<file path="config.mk">
export PLATFORM = sky130hd
export DESIGN_NAME = everloop_tx
export DESIGN_NICKNAME = d
export VERILOG_FILES = /design/src/rtl/everloop_tx.sv
export SDC_FILE = /design/constraint.sdc
export NUM_CORES = 1
export LEC_CHECK = 0
export BUFFER_PORTS_ARGS = -buffer_cell sky130_fd_sc_hd__buf_4
export CAP_MARGIN = 20
export CELL_PAD_IN_SITES_DETAIL_PLACEMENT = 1
export CELL_PAD_IN_SITES_GLOBAL_PLACEMENT = 1
export CORE_AREA = 2 2 83 85
export DETAILED_ROUTE_END_ITERATION = 8
export DIE_AREA = 0 0 85 87
export GPL_TIMING_DRIVEN = 0
export PLACE_DENSITY_LB_ADDON = 0.1
export SYNTH_ARGS = -nofsm -noshare
export SYNTH_HDL_FRONTEND = slang
export SYNTH_SLANG_ARGS = --single-unit
export TNS_END_PERCENT = 5
</file>
<file path="constraint.sdc">
create_clock -name clk -period 2.3 [get_ports clk]
set_input_delay 0.46 -clock clk [delete_from_list [all_inputs] [get_ports clk]]
set_output_delay 0.46 -clock clk [all_outputs]
set_load 0.05 [all_outputs]
</file>
<file path="src/rtl/everloop_tx.sv">
// Everloop frame-buffer reader: fetches N_BYTES colour bytes from RAM and drives a
// WS2812/SK6812-style single-wire LED line, closing each frame with a low latch gap.
module everloop_tx #(
  parameter int N_BYTES = 140,
  parameter int T_BIT   = 62,
  parameter int T0H     = 18,
  parameter int T1H     = 35,
  parameter int T_RESET = 4000
) (
  input  logic       clk,
  input  logic       rst_n,
  input  logic       en,
  output logic [7:0] ram_addr,
  output logic       ram_rd,
  input  logic [7:0] ram_data,
  output logic       dout,
  output logic       busy,
  output logic       frame_done
);

  localparam int CNT_MAX = (T_BIT > T_RESET) ? T_BIT : T_RESET;
  localparam int CW      = $clog2(CNT_MAX);

  localparam logic [CW-1:0] BIT_END = CW'(T_BIT - 1);
  localparam logic [CW-1:0] RST_END = CW'(T_RESET - 1);
  localparam logic [CW-1:0] T0H_C   = CW'(T0H);
  localparam logic [CW-1:0] T1H_C   = CW'(T1H);
  localparam logic [7:0]    LAST_IDX = 8'(N_BYTES - 1);

  typedef enum logic [2:0] {S_IDLE, S_FETCH, S_LOAD, S_BIT, S_LATCH} state_t;

  state_t        state_q, state_d;
  logic [CW-1:0] cnt_q, cnt_d;
  logic [7:0]    byte_idx_q, byte_idx_d;
  logic [2:0]    bit_idx_q, bit_idx_d;
  logic [7:0]    shift_q, shift_d;
  logic [7:0]    next_byte_q, next_byte_d;
  logic [7:0]    ram_addr_q, ram_addr_d;
  logic          ram_rd_q, ram_rd_d;
  logic          dout_q, dout_d;
  logic          busy_q, busy_d;
  logic          frame_done_q, frame_done_d;

  logic cell_end, last_byte, prefetch;

  assign cell_end  = (cnt_q == BIT_END);
  assign last_byte = (byte_idx_q == LAST_IDX);
  assign prefetch  = (state_q == S_BIT) && (bit_idx_q == 3'd0) && !last_byte;

  always_ff @(posedge clk or negedge rst_n) begin
    if (!rst_n) begin
      state_q      <= S_IDLE;
      cnt_q        <= '0;
      byte_idx_q   <= '0;
      bit_idx_q    <= '0;
      shift_q      <= '0;
      next_byte_q  <= '0;
      ram_addr_q   <= '0;
      ram_rd_q     <= 1'b0;
      dout_q       <= 1'b0;
      busy_q       <= 1'b0;
      frame_done_q <= 1'b0;
    end else begin
      state_q      <= state_d;
      cnt_q        <= cnt_d;
      byte_idx_q   <= byte_idx_d;
      bit_idx_q    <= bit_idx_d;
      shift_q      <= shift_d;
      next_byte_q  <= next_byte_d;
      ram_addr_q   <= ram_addr_d;
      ram_rd_q     <= ram_rd_d;
      dout_q       <= dout_d;
      busy_q       <= busy_d;
      frame_done_q <= frame_done_d;
    end
  end

  always_comb begin
    state_d = state_q;
    case (state_q)
      S_IDLE:  if (en) state_d = S_FETCH;
      S_FETCH: state_d = S_LOAD;
      S_LOAD:  state_d = S_BIT;
      S_BIT:   if (cell_end && bit_idx_q == 3'd0 && last_byte) state_d = S_LATCH;
      S_LATCH: if (cnt_q == RST_END) state_d = en ? S_FETCH : S_IDLE;
      default: state_d = S_IDLE;
    endcase
  end

  // Outputs are registered from the current state, so each lags its state by one cycle.
  always_comb begin
    cnt_d        = cnt_q;
    byte_idx_d   = byte_idx_q;
    bit_idx_d    = bit_idx_q;
    shift_d      = shift_q;
    next_byte_d  = next_byte_q;
    ram_addr_d   = ram_addr_q;
    ram_rd_d     = 1'b0;
    dout_d       = 1'b0;
    busy_d       = (state_q != S_IDLE);
    frame_done_d = 1'b0;
    case (state_q)
      S_IDLE: begin
        cnt_d      = '0;
        byte_idx_d = '0;
      end
      S_FETCH: begin
        ram_rd_d   = 1'b1;
        ram_addr_d = byte_idx_q;
      end
      S_LOAD: begin
        shift_d   = ram_data;
        bit_idx_d = 3'd7;
        cnt_d     = '0;
      end
      S_BIT: begin
        dout_d = (cnt_q < (shift_q[7] ? T1H_C : T0H_C));
        // The next byte is fetched during the last bit cell so bytes abut seamlessly.
        if (prefetch && cnt_q == '0) begin
          ram_rd_d   = 1'b1;
          ram_addr_d = byte_idx_q + 8'd1;
        end
        if (prefetch && cnt_q == CW'(1)) next_byte_d = ram_data;
        if (cell_end) begin
          cnt_d = '0;
          if (bit_idx_q != 3'd0) begin
            shift_d   = {shift_q[6:0], 1'b0};
            bit_idx_d = bit_idx_q - 3'd1;
          end else if (!last_byte) begin
            shift_d    = next_byte_q;
            byte_idx_d = byte_idx_q + 8'd1;
            bit_idx_d  = 3'd7;
          end
        end else begin
          cnt_d = cnt_q + CW'(1);
        end
      end
      S_LATCH: begin
        if (cnt_q == RST_END) begin
          frame_done_d = 1'b1;
          cnt_d        = '0;
          byte_idx_d   = '0;
        end else begin
          cnt_d = cnt_q + CW'(1);
        end
      end
      default: ;
    endcase
  end

  assign ram_addr   = ram_addr_q;
  assign ram_rd     = ram_rd_q;
  assign dout       = dout_q;
  assign busy       = busy_q;
  assign frame_done = frame_done_q;

endmodule

</file>
==> summary.md, run 1 <==
| Metric | Value |
|---|---|
| Buffers on Ports | `22` |
| Cts bufs inserted | `5` |
| Cell area after synthesis | `between 0.002 and 0.003 sq mm` |
| Startpoint Class | `register` |
| Initial Util | `0.4480` |
| Pre-CTS WS | `-0.1456 ns` |
| HPWL after detailed placement | `roughly 4600 um` |
| Final wirelength | `around 6600 um` |
| Routed vias | `2236` |
| Top fanout value on the critical path | `10` |
| Worst setup path startpoint | `cnt_q[0]$_DFFE_PN0P_` |
| GRT overflow | `0` |
| Final antenna-violating net count | `0` |
| Async S/R FF share, synth | `1.000` |
| Clock sink count | `54` |
| ANT cells | `0` |
| Final Cycle Share | `0.9628` |
| Final worst slack | `approximately 0.086 ns` |
| Multi-input gate area | `0.001521 sq mm` |
| FP Rows | `30` |
| Top FF cell, synth | `dfrtp_1` |
| Final Max Slew Viols | `0` |
| Final setup vio count | `0` |
| Worst Hold Class | `in -> async` |
| Post-synthesis cell type count | `49` |
| WS Path Type | `reg -> reg` |
| Core ar. | `around 0.0066 sq mm` |
| Fmax achieved | `about 450 MHz` |
| Full die area | `0.007395 sq mm` |
| Hold Buf Count CTS | `0` |
| Clock tree from TritonCTS | `built` |
| Share of cells above drive strength 1 | `0.2571` |
| Slew @ Worst Pin | `around 0.7 ns` |
| Fillcell total | `749` |
| Drt wl/cell | `roughly 16 um` |
| P_leak | `roughly 1.5 nW` |
| Ys Warns | `0` |
| Area grow syn2layout | `13.73%` |
| CP required | `around 2.5 ns` |
| Power per cell area | `between 400 and 500 mW/mm^2` |
| Syn_area_per_cell | `slightly above 10 sq um` |
| Setup TNS | `0 ns` |
| Post-synth EDFFs | `0` |
| Placement Cell Area | `approximately 0.0032 sq mm` |
| First-pass GRT wire length | `10920 um` |
| CTS Buffer Depth | `2` |
| Util after Layout | `0.5095` |
| Unrepaired setup endpoints after global routing | `no` |
| Synthesized netlist net count | `just over 300` |
| Final hold vios | `0` |
| Die Span Y | `a little under 90 um` |
| Relative slew slack | `0.5308` |
| Register Area | `roughly 0.0014 sq mm` |
| Critical Path End Type | `register` |
| Max Cap Viol | `0` |
| Via density | `~5.6` |
| Outcome | `completed` |
| DRC violation count after routing | `0` |
| Crit path time final | `between 2 and 2.5 ns` |
| Antenna violations before repair | `0` |
| Routability Congestion | `0.7475` |
| Post-synthesis sequential area ratio | `0.4592` |
| Total Routing Usage GR | `0.1865` |
| Vias in the first global route | `2260` |
| Final Skew | `roughly 0.0087 ns` |
| Design Power | `approximately 1.6 mW` |
| Non-Filler Cell Area, Final | `roughly 0.0033 sq mm` |
| Clock transition at path regs | `about 0.09 ns` |
| Clk Latency, worst-skew pair | `~0.32 ns` |
| # nets final | `about 340` |
| Largest vdd supply drop | `about 0.28 mV` |
| Number of H-tree levels | `2` |
| Crit path DAT | `approximately 2.4 ns` |
| Horiz. Die Dim | `85 um` |
| Drt first pass iters | `4` |
| Worst reg2reg path startpoint | `cnt_q[0]$_DFFE_PN0P_` |
| I/O pin total | `23` |
| Synth Instances | `288` |
| Initial drt markers | `58` |
| Largest net degree at the start of global routing | `55` |
| Root Driver | `clkbuf_8` |
| Register bit total from synthesis | `between 50 and 60` |
layout make-up:
cell class,count,area share
Clock buffer,5,0.02056
Multi-Input combinational cell,209,0.4546
Inverter,10,0.01121
Tap cell,80,0.02991
Clock inverter,2,0.004112
Sequential cell,54,0.4041
Buffer,14,0.01944
Timing Repair Buffer,25,0.05607
final timing paths:
kind | cells after the start | end | slack (ns)
min in group clk | 2 | next_byte_q[3]$_DFFE_PN0P_ | 0.38
max reg2reg | 7 | cnt_q[3]$_DFFE_PN0P_ | 0.09
min reg2reg | 1 | next_byte_q[7]$_DFFE_PN0P_ | 0.52
min | 1 | ram_rd$_DFF_PN0_ | 0.17
max | 7 | cnt_q[3]$_DFFE_PN0P_ | 0.09
max in group asynchronous | 1 | cnt_q[0]$_DFFE_PN0P_ | 1.60
state kept, by name, summed over array words and instances, names as in the netlist:
register	count
byte_idx_q	8
ram_rd	1
ram_addr	8
dout	1
busy	1
next_byte_q	8
frame_done	1
shift_q	8
bit_idx_q	3
cnt_q	12
state_q	3
stage by stage:
stage | hold slack [ns] | instances
finish | 0.1719 | 399
detailed placement | 0.4973 | 390
floorplan | 0.1644 | 288
global placement | 0.4866 | 390
CTS | 0.2139 | 397
global route | 0.2367 | 399
worst max-delay path, cell delays in order (launching register included):
cell	delay, ns
dfrtp_2	0.47
ha_4	0.21
nand4_1	0.23
o31ai_4	0.43
buf_4	0.18
nand2_2	0.13
buf_2	0.24
a22o_1	0.22
logic make-up (layout without fill, tap and decap cells):
logic type	count (synthesis)	after routing	synth area share
adder cells (fa/ha/maj)	9	9	0.03827
AND/OR/NAND/NOR	108	108	0.1905
multiplexers	26	26	0.1080
XOR/XNOR	7	7	0.02083
flip-flops	54	54	0.4592
buffers and inverters	25	56	0.03529
AO/OA/AOI/OAI	59	59	0.1480
synthesized netlist by cell type (7+ instances only):
library cell | number | area, sq um
clkbuf_1 | 7 | 26.28
nor2_1 | 24 | 90.09
inv_1 | 9 | 33.78
mux2_4 | 7 | 105.1
mux2_2 | 18 | 202.7
ha_1 | 9 | 112.6
dfrtp_1 | 54 | 1351
nand2_1 | 41 | 153.9
a31oi_1 | 12 | 75.07
nand3_1 | 9 | 45.04
o21ai_0 | 13 | 65.06
buf_2 | 7 | 35.03
where the power goes:
group          internal [mW]  leakage (nW)  switching [mW]  total [mW]
logic                 0.0280         0.821          0.0352      0.0632
clock network          0.211        0.0444           0.327       0.539
registers              0.964         0.661         0.00814       0.972
total                   1.20          1.53           0.371        1.57
routing by layer:
metal | part of all wire | global-route usage | vias to the layer above
met5 | 0 | 0 | -
met4 | 0.013 | 0.05772 | 0
met3 | 0.023 | 0.03128 | 8
met2 | 0.47 | 0.3061 | 20
met1 | 0.49 | 0.2539 | 1114
li1 | - | - | 1094
repair_timing:
action / CTS / global route
pin swaps: 1 / 3
setup buffers: 0 / 3
resized for setup: 2 / 7
setup endpoints to repair: 13 / 39
placed cells by master, fill, tap and decap left out, types with 2 or more instances in the layout:
cell type / count
buf_4: 25
xnor2_1: 6
nand2_2: 2
nand2_1: 40
o41ai_1: 3
nor2b_1: 2
a31oi_1: 12
nor2_1: 24
inv_1: 9
o31ai_1: 4
mux2_2: 18
and4_1: 2
ha_1: 8
mux2_4: 7
or3_1: 2
a21oi_1: 6
and3_1: 4
dfrtp_1: 53
nand3b_1: 2
clkbuf_8: 5
nand3_1: 9
clkbuf_1: 6
o21ai_0: 13
a22o_1: 5
a211oi_1: 2
buf_2: 6
nand4_1: 6
a21o_1: 6
nor4_4: 2
Power figures use the tool's default switching activity.
==> inputs of run 2 (changes only) <==
--- a/config.mk
+++ b/config.mk
@@ -10,10 +10,12 @@
 export CELL_PAD_IN_SITES_DETAIL_PLACEMENT = 1
 export CELL_PAD_IN_SITES_GLOBAL_PLACEMENT = 1
 export CORE_AREA = 2 2 83 85
+export CTS_CLUSTER_DIAMETER = 30
 export DETAILED_ROUTE_END_ITERATION = 8
 export DIE_AREA = 0 0 85 87
 export GPL_TIMING_DRIVEN = 0
-export PLACE_DENSITY_LB_ADDON = 0.1
+export PLACE_DENSITY_LB_ADDON = 0.12
+export REMOVE_ABC_BUFFERS = 1
 export SYNTH_ARGS = -nofsm -noshare
 export SYNTH_HDL_FRONTEND = slang
 export SYNTH_SLANG_ARGS = --single-unit
==> summary.md, run 2 (synthesis gave the netlist of run 1 again) <==
| Metric | Value |
|---|---|
| Max Cap Viol | `0` |
| WHS | `0.1920 ns` |
| P_sw | `approximately 350 uW` |
| Relative slew slack | `0.5292` |
| Fin cells | `between 300 and 400` |
| Clock sink count | `54` |
| Horiz. Die Dim | `85 um` |
| Core ar. | `0.006569 sq mm` |
| CP required | `approximately 2.5 ns` |
| Setup TNS | `0 ns` |
| Final Cycle Share | `0.9509` |
| Cells on worst reg2reg path | `6` |
| Post-CTS Setup Bufs | `0` |
| Most common cell after layout, fill and taps aside | `dfrtp_1` |
| Largest vdd supply drop | `~0.28 mV` |
| I/O pin total | `23` |
| ANT cells | `0` |
| Clock transition at path regs | `about 0.090 ns` |
| Power per cell area | `475.9 mW/mm^2` |
| CTS Buffer Depth | `2` |
| Fillcell total | `between 700 and 800` |
| Clk pwr share | `0.333` |
| Routability Congestion | `between 0.7 and 0.8` |
| Unrepaired setup endpoints after global routing | `no` |
| Number of flip-flops in the largest register | `12` |
| Final wirelength | `just over 6000 um` |
| Util after Layout | `0.4962` |
| Clock tree from TritonCTS | `built` |
| Pre-CTS WS | `-0.3312 ns` |
| Area grow syn2layout | `10.76%` |
| Share of cells above drive strength 1 | `0.2417` |
| Via density | `5.681` |
| Number of H-tree levels | `2` |
| Placement Cell Area | `roughly 0.0031 sq mm` |
| Top reg by flops | `cnt_q` |
| Final Skew | `0.007587 ns` |
| Die Span Y | `roughly 87 um` |
| FP Rows | `30` |
| GRT overflow | `0` |
| Final Max Slew Viols | `0` |
| Most frequent cells in the layout | `dfrtp_1 (50), nand2_1 (40), nor2_1 (24), buf_4 (22), mux2_2 (18)` |
| Top fanout value on the critical path | `26` |
| Critical Path End Type | `register` |
| Design Power | `between 1.5 and 2 mW` |
| Fmax achieved | `between 400 and 500 MHz` |
| Flop pwr share | `0.627` |
| Worst Hold Class | `in -> async` |
| Startpoint Class | `register` |
| Final antenna-violating net count | `0` |
| Initial drt markers | `between 100 and 150` |
| Drt wl/cell | `about 16 um` |
| WS Path Type | `reg -> reg` |
| Total Routing Usage GR | `0.1832` |
| Non-Filler Cell Area, Final | `0.003259 sq mm` |
| Crit path DAT | `2.39 ns` |
| Switch share | `0.2280` |
| Cts bufs inserted | `5` |
| Drt first pass iters | `4` |
| Outcome | `completed` |
| Final hold vios | `0` |
| Slew @ Worst Pin | `between 0.7 and 0.8 ns` |
| Final setup vio count | `0` |
| Antenna violations before repair | `0` |
| DRC violation count after routing | `0` |
| HPWL after detailed placement | `approximately 4200 um` |
| Vias in the first global route | `~2.2k` |
| # nets final | `between 300 and 400` |
| Largest net degree at the start of global routing | `55` |
| Routed vias | `2170` |
| Final worst slack | `0.1130 ns` |
| Gate power share | `0.041` |
| Placed insts | `approximately 380` |
| Initial Util | `0.4480` |
| Clk Latency, worst-skew pair | `approximately 0.31 ns` |
| Int Pwr | `roughly 1.2 mW` |
| P_leak | `approximately 1.5 nW` |
| Buffers on Ports | `22` |
| Full die area | `between 0.007 and 0.008 sq mm` |
| Crit path time final | `between 2 and 2.5 ns` |
| Root Driver | `clkbuf_8` |
| First-pass GRT wire length | `about 11000 um` |
run 2: path summary, 6_finish.rpt:
check	startpoint	to	slack [ns]
worst max-delay path	state_q[2]$_DFFE_PN0P_	ram_addr[5]$_DFFE_PN0P_	0.11
worst min-delay path	rst_n	cnt_q[7]$_DFFE_PN0P_	0.19
worst max register to register	state_q[2]$_DFFE_PN0P_	ram_addr[5]$_DFFE_PN0P_	0.11
worst min register to register	shift_q[6]$_DFFE_PN0P_	shift_q[6]$_DFFE_PN0P_	0.51
max in group asynchronous	rst_n	state_q[1]$_DFFE_PN0P_	1.59
min in group clk	ram_data[3]	next_byte_q[3]$_DFFE_PN0P_	0.38
run 2: layer usage:
metal	vias to the layer above	GRT usage	share of wire
met2	21	0.2955	0.47
li1	1056	-	-
met4	0	0.05195	0.012
met3	6	0.03318	0.024
met1	1087	0.2539	0.50
met5	-	0	0
run 2: area by class of cell:
class | instances | area [sq um] | area share
clock buffers | 5 | 68.82 | 0.02111
clock inverters | 2 | 10.01 | 0.003071
inverters | 10 | 45.04 | 0.01382
multi-input cells | 209 | 1514 | 0.4645
flip-flops and latches | 54 | 1356 | 0.4161
well taps | 80 | 100.1 | 0.03071
repair buffers | 22 | 165.2 | 0.05067
run 2: power groups by stage:
| stage | registers [mW] | logic (mW) | clock network, mW |
|---|---|---|---|
| CTS | 0.972 | 0.0653 | 0.536 |
| global placement | 0.990 | 0.0635 | 0 |
| finish | 0.972 | 0.0630 | 0.516 |
| floorplan | 0.993 | 0.0212 | 0 |
| detailed placement | 0.991 | 0.0652 | 0 |
| global route | 0.974 | 0.0725 | 0.572 |
run 2: critical path, cell delays in order (launching register included):
cell and delay [ns]:
dfrtp_2 0.49, nand3b_4 0.33, inv_8 0.24, nand3_2 0.15
nor4_4 0.25, o2bb2ai_4 0.28, mux2_4 0.33
run 2: timing repair:
action	CTS	global route
resized for setup	8	5
pin swaps	1	2
endpoints found under the setup margin	38	26
hold buffers	0	0
